## src/rtl/tm1638_frame_sequencer.sv

```systemverilog
// Write-only TM1638 refresh sequencer: latches the display image on start and shifts out
// one frame (0x40 / 0xC0 + 16 data bytes / display control) on tm_clk, tm_stb and tm_dio.
module tm1638_frame_sequencer #(
  parameter int CLK_DIV = 25
) (
  input  logic        clk_50M,
  input  logic        rst_n,
  input  logic        start,
  input  logic [63:0] seg_data,
  input  logic [7:0]  led,
  input  logic [2:0]  brightness,
  input  logic        display_on,
  output logic        tm_clk,
  output logic        tm_stb,
  output logic        tm_dio,
  output logic        busy,
  output logic        done
);

  localparam int HW = $clog2(CLK_DIV) + 1;
  localparam logic [HW-1:0] H_LAST = HW'(CLK_DIV - 1);
  localparam logic [HW-1:0] H_PEN  = HW'((CLK_DIV >= 2) ? CLK_DIV - 2 : 0);

  typedef enum logic [2:0] {
    IDLE, STB_SETUP, SHIFT, STB_HOLD, GAP, FINISH
  } state_e;

  state_e          state_q, state_d;
  logic [HW-1:0]   hcnt_q, hcnt_d;
  logic            half_q, half_d;
  logic [2:0]      bit_q, bit_d;
  logic [4:0]      byte_q, byte_d;
  logic [1:0]      txn_q, txn_d;
  logic            load;

  logic [63:0]     seg_q;
  logic [7:0]      led_q;
  logic [7:0]      ctrl_q;

  logic            tm_clk_q, tm_clk_d;
  logic            tm_stb_q, tm_stb_d;
  logic            tm_dio_q, tm_dio_d;
  logic            busy_q, busy_d;
  logic            done_q, done_d;

  logic            hcnt_wrap;
  logic            gap_pen;
  logic [4:0]      last_byte;
  logic [7:0]      cur_byte;

  function automatic logic [7:0] frame_byte(input logic [1:0]  txn,
                                            input logic [4:0]  idx,
                                            input logic [63:0] seg,
                                            input logic [7:0]  leds,
                                            input logic [7:0]  ctrl);
    logic [4:0] j;
    logic [2:0] digit;
    j     = idx - 5'd1;
    digit = j[3:1];
    case (txn)
      2'd1: begin
        if (idx == 5'd0)   frame_byte = 8'hC0;
        else if (!j[0])    frame_byte = seg[{digit, 3'b000} +: 8];
        else               frame_byte = {7'b0, leds[digit]};
      end
      2'd2:    frame_byte = ctrl;
      default: frame_byte = 8'h40;
    endcase
  endfunction

  assign hcnt_wrap = (hcnt_q == H_LAST);
  assign last_byte = (txn_q == 2'd1) ? 5'd16 : 5'd0;
  // The final gap is one cycle short so that FINISH completes the 316*H frame budget.
  assign gap_pen   = (CLK_DIV == 1) ? !half_q : (half_q && (hcnt_q == H_PEN));

  // NOTE: every variable driven here gets a default first, so no path can infer a latch.
  always_comb begin
    state_d = state_q;
    hcnt_d  = hcnt_q;
    half_d  = half_q;
    bit_d   = bit_q;
    byte_d  = byte_q;
    txn_d   = txn_q;
    load    = 1'b0;

    case (state_q)
      IDLE: begin
        if (start) begin
          load    = 1'b1;
          state_d = STB_SETUP;
          hcnt_d  = '0;
          half_d  = 1'b0;
          bit_d   = '0;
          byte_d  = '0;
          txn_d   = '0;
        end
      end
      STB_SETUP: begin
        if (hcnt_wrap) begin
          hcnt_d  = '0;
          half_d  = 1'b0;
          state_d = SHIFT;
        end else begin
          hcnt_d  = hcnt_q + 1'b1;
        end
      end
      SHIFT: begin
        if (hcnt_wrap) begin
          hcnt_d = '0;
          half_d = ~half_q;
          if (half_q) begin
            if (bit_q == 3'd7) begin
              bit_d = '0;
              if (byte_q == last_byte) begin
                byte_d  = '0;
                state_d = STB_HOLD;
              end else begin
                byte_d  = byte_q + 5'd1;
              end
            end else begin
              bit_d = bit_q + 3'd1;
            end
          end
        end else begin
          hcnt_d = hcnt_q + 1'b1;
        end
      end
      STB_HOLD: begin
        if (hcnt_wrap) begin
          hcnt_d  = '0;
          half_d  = 1'b0;
          state_d = GAP;
        end else begin
          hcnt_d  = hcnt_q + 1'b1;
        end
      end
      GAP: begin
        if ((txn_q == 2'd2) && gap_pen) begin
          hcnt_d  = '0;
          half_d  = 1'b0;
          txn_d   = '0;
          state_d = FINISH;
        end else if (hcnt_wrap) begin
          hcnt_d = '0;
          if (half_q) begin
            half_d  = 1'b0;
            txn_d   = txn_q + 2'd1;
            state_d = STB_SETUP;
          end else begin
            half_d  = 1'b1;
          end
        end else begin
          hcnt_d = hcnt_q + 1'b1;
        end
      end
      FINISH:  state_d = IDLE;
      default: state_d = IDLE;
    endcase
  end

  // Outputs are decoded from the next state and registered, so pins never glitch.
  always_comb begin
    cur_byte = frame_byte(txn_d, byte_d, seg_q, led_q, ctrl_q);
    tm_clk_d = 1'b1;
    tm_stb_d = 1'b1;
    tm_dio_d = 1'b1;
    busy_d   = (state_d != IDLE) && (state_d != FINISH);
    done_d   = (state_d == FINISH);
    case (state_d)
      STB_SETUP: tm_stb_d = 1'b0;
      SHIFT: begin
        tm_stb_d = 1'b0;
        tm_clk_d = half_d;
        tm_dio_d = cur_byte[bit_d];
      end
      STB_HOLD: begin
        tm_stb_d = 1'b0;
        tm_dio_d = tm_dio_q;
      end
      default: ;
    endcase
  end

  // NOTE: sequential state uses non-blocking assignments so all flops update together.
  always_ff @(posedge clk_50M or negedge rst_n) begin
    if (!rst_n) begin
      state_q  <= IDLE;
      hcnt_q   <= '0;
      half_q   <= 1'b0;
      bit_q    <= '0;
      byte_q   <= '0;
      txn_q    <= '0;
      tm_clk_q <= 1'b1;
      tm_stb_q <= 1'b1;
      tm_dio_q <= 1'b1;
      busy_q   <= 1'b0;
      done_q   <= 1'b0;
    end else begin
      state_q  <= state_d;
      hcnt_q   <= hcnt_d;
      half_q   <= half_d;
      bit_q    <= bit_d;
      byte_q   <= byte_d;
      txn_q    <= txn_d;
      tm_clk_q <= tm_clk_d;
      tm_stb_q <= tm_stb_d;
      tm_dio_q <= tm_dio_d;
      busy_q   <= busy_d;
      done_q   <= done_d;
    end
  end

  // NOTE: the display image is pure datapath, always loaded before use, so it carries no reset.
  always_ff @(posedge clk_50M) begin
    if (load) begin
      seg_q  <= seg_data;
      led_q  <= led;
      ctrl_q <= {4'b1000, display_on, brightness};
    end
  end

  assign tm_clk = tm_clk_q;
  assign tm_stb = tm_stb_q;
  assign tm_dio = tm_dio_q;
  assign busy   = busy_q;
  assign done   = done_q;

endmodule
```

## config.mk

```make
export PLATFORM = sky130hd
export DESIGN_NAME = tm1638_frame_sequencer
export DESIGN_NICKNAME = d
export VERILOG_FILES = /design/src/rtl/tm1638_frame_sequencer.sv
export SDC_FILE = /design/constraint.sdc
export NUM_CORES = 1
export LEC_CHECK = 0
export ABC_AREA = 1
export ABC_CLOCK_PERIOD_IN_PS = 3550
export BUFFER_PORTS_ARGS = -buffer_cell sky130_fd_sc_hd__buf_2
export CORE_AREA = 5 5 81 139
export CTS_BUF_LIST = sky130_fd_sc_hd__clkbuf_16
export DETAILED_ROUTE_END_ITERATION = 6
export DIE_AREA = 0 0 86 144
export PLACE_DENSITY_LB_ADDON = 0.3
export SYNTH_ARGS = -nofsm -noshare
export SYNTH_HDL_FRONTEND = slang
export SYNTH_SLANG_ARGS = --single-unit
```

## constraint.sdc

```tcl
create_clock -name clk_50M -period 3.55 [get_ports clk_50M]
set_input_delay 0.5325 -clock clk_50M [delete_from_list [all_inputs] [get_ports clk_50M]]
set_output_delay 0.5325 -clock clk_50M [all_outputs]
set_load 0.02 [all_outputs]
```

==> impl_metrics.env <==
export IMPL_antenna_found_initial=0
export IMPL_dominantRegCellSynth="edfxtp_1"
export IMPL_top_usage_layer="met2"
export IMPL_ys_seq_area_share_pct=59.9
export IMPL_start_util_pct=48.1
export IMPL_startpoint_type="register"
export IMPL_hold_worst_slack_ns=0.176
export IMPL_total_leakage_power_nw=2.54
export IMPL_peakVddDrop_mv=0.298
export IMPL_synth_top_area_share_pct=46.9
export IMPL_layout_nets=666
export IMPL_pin_count=84
export IMPL_layout_drive_gt1_share_pct=23.4
export IMPL_hold_viol_final=0
export IMPL_ff2ff_path_depth=22
export IMPL_crit_type="register to register"
export IMPL_diodes=0
export IMPL_p_per_area_nw_per_um2=395
export IMPL_postCtsSetupBuffers=0
export IMPL_place_ws_ns=0.294
export IMPL_rows=49
export IMPL_grt_use_met3_pct=4.45
export IMPL_chipWidth_um=86
export IMPL_fin_ws_ns=0.407
export IMPL_core_area_um2=10100
export IMPL_cts_root_buf="clkbuf_16"
export IMPL_htree_levels=3
export IMPL_grt_max_degree=37
export IMPL_crit_arrival_ns=3.42
export IMPL_dpl_cell_count=691
export IMPL_fmax_mhz=318
export IMPL_post_synth_top_count_cell="nand2_1"
export IMPL_syn_nets=574
export IMPL_min_delay_path_class="input pin to asynchronous set/reset pin"
export IMPL_cts_sinks=101
export IMPL_status="complete, no violations"
export IMPL_cts_buffers=9
export IMPL_slew_limit_headroom_pct=60.6
export IMPL_wire_per_inst_um=14.4
export IMPL_syn2layout_area_growth_pct=18.2
export IMPL_yosys_warnings=0
export IMPL_yosys_top_cells_area="edfxtp_1, dfrtp_1, nand2_1"
export IMPL_grt_total_usage_pct=17.3
export IMPL_synth_edf_count=76
export IMPL_cts_hold_buf=0
export IMPL_grt_overflow_total=0
export IMPL_cp_end_kind="register"
export IMPL_port_buffers=83
export IMPL_maxCapViolCount=0
export IMPL_synthCells=483
export IMPL_ys_types=39
export IMPL_rsz0062_at_grt="no"
export IMPL_ant_nets=0
export IMPL_cts_clk_slew_worst_paths_ns=0.07
export IMPL_async_reset_ff_share_pct=24.8
export IMPL_cts_tree="yes"
export IMPL_firstDrtPassIters=4
export IMPL_crit_fanout=14
export IMPL_via_count=3647
export IMPL_place_hpwl_um=7920
export IMPL_design_die_area_um2=12400
export IMPL_tightest_slew_ns=0.586
export IMPL_crit_required_ns=3.83
export IMPL_synth_area_um2=4860
export IMPL_first_iter_violations=130
export IMPL_totalWireLength_um=10100
export IMPL_cts_max_path_buffers=2
export IMPL_setup_viol=0
export IMPL_fin_cells=707
export IMPL_skew_ns=0.00823
export IMPL_worstSkewPairLatency_ns=0.35
export IMPL_grt_pass1_wl_um=16400
export IMPL_synth_common_cells="nand2_1, edfxtp_1, inv_1, nand3_1, nor2_1"
export IMPL_finalCritPeriodShare_pct=88.5
export IMPL_met1_usage_pct=16.2
export IMPL_syn_avg_cell_area_um2=10.1
export IMPL_tns_ns=0
export IMPL_gp_congestion=0.852
export IMPL_via_per_inst=5.16
export IMPL_die_h_um=144
export IMPL_slew_viol_final=0
export IMPL_min_period_ns=3.14
export IMPL_use_met2_pct=32.7
export IMPL_yosysTopAreaCell="edfxtp_1"
export IMPL_grt_pass1_vias=3744
export IMPL_post_cts_resized=0
export IMPL_ys_ff_latch=101
export IMPL_drc_errors=0
==> report_power, final <==
group / switching, mW / internal [mW] / leakage, nW
clock network: 0.457 / 0.495 / 0.142
registers: 0 / 1.27 / 0.945
logic: 0.0184 / 0.0295 / 1.46
==> layout make-up <==
type / instances / area [µm²]
clock buffers: 9 / 225
clock inverters: 7 / 70.1
fillers: 881 / 4360
inverters: 55 / 206
multi-input cells: 317 / 1690
flip-flops and latches: 101 / 2910
well taps: 127 / 159
repair buffers: 91 / 488
==> routing by layer <==
layer	routed length, µm	up-vias
li1	-	1826
met1	3520	1699
met2	5760	93
met3	422	29
met4	450	0
met5	0	-
==> worst paths after layout <==
check                             start        end  slack, ns
hold reg to reg               hcnt_q[0]  hcnt_q[0]       0.50
hold / removal                    rst_n  hcnt_q[0]       0.18
setup reg to reg              hcnt_q[0]     tm_dio       0.41
setup / recovery              hcnt_q[0]     tm_dio       0.41
max in group asynchronous         rst_n     half_q       2.98
min in group clk_50M       seg_data[51]  seg_q[51]       0.35
==> worst max-delay path: stages, from the launching register on <==
cell and delay [ns]:
dfrtp_1 0.41, inv_1 0.08, ha_1 0.17, nand3_1 0.14
nor2_4 0.31, nand4_1 0.12, nand3_1 0.17, inv_1 0.06
ha_1 0.33, inv_1 0.18, buf_4 0.24, nor2_1 0.05
o21ai_0 0.15, nand2_1 0.08, a21oi_1 0.13, nand2_1 0.07
nand2_1 0.06, nand2_1 0.05, nand2_1 0.05, nand2_1 0.05
nand2_1 0.05, nor2_1 0.03, nor2_1 0.08
==> placed cells by master, fill, tap and decap left out, types with 2 or more instances in the layout <==
master | synthesis | layout
a21oi_1 | 18 | 18
o22ai_1 | 5 | 5
nand3_2 | 2 | 2
dfstp_2 | 3 | 3
inv_1 | 50 | 49
o21ai_0 | 14 | 14
nand3_1 | 42 | 42
buf_4 | 1 | 7
o21ai_1 | 6 | 6
ha_1 | 12 | 12
edfxtp_1 | 76 | 76
mux2i_1 | 16 | 16
clkbuf_16 | 0 | 9
o211ai_1 | 7 | 7
nand2_4 | 3 | 3
nand4_1 | 4 | 4
nor3_1 | 7 | 7
dfrtp_1 | 22 | 22
nand2_2 | 3 | 3
nor2_1 | 28 | 28
nor2_2 | 3 | 2
nand2_1 | 129 | 129
inv_2 | 5 | 6
nor2_4 | 1 | 2
or2_2 | 5 | 5
inv_6 | 0 | 3
buf_2 | 3 | 83
==> flip-flops by register name, indices dropped and copies added (netlist names) <==
register and flops:
hcnt_q 6, led_q 8, tm_clk 1, state_q 3
half_q 1, done 1, bit_q 3, busy 1
txn_q 2, seg_q 64, tm_stb 1, ctrl_q 4
tm_dio 1, byte_q 5
==> cell families (layout without fill, tap and decap cells) <==
group,after synthesis,after routing,synth area share (%)
AOI/OAI and AO/OA,57,57,6.92
xor gates and xnor gates,1,1,0.180
adders and majority gates,12,12,3.09
buffers and inverters,65,162,5.48
DFF,101,101,59.9
muxes,16,16,3.29
and+or+nand+nor,231,231,21.2
==> metrics by stage <==
| stage | instance area, µm² | power, mW | util, % |
|---|---|---|---|
| 3_3_place_gp | 5450 | 1.34 | 53.9 |
| 5_1_grt | 5750 | 2.35 | 56.9 |
| 3_5_place_dp | 5450 | 1.35 | 53.9 |
| 2_1_floorplan | 4860 | 1.30 | - |
| 4_1_cts | 5750 | 2.29 | 56.8 |
| 6_report | 5750 | 2.27 | 56.9 |
(Power assumes the default switching activity.)
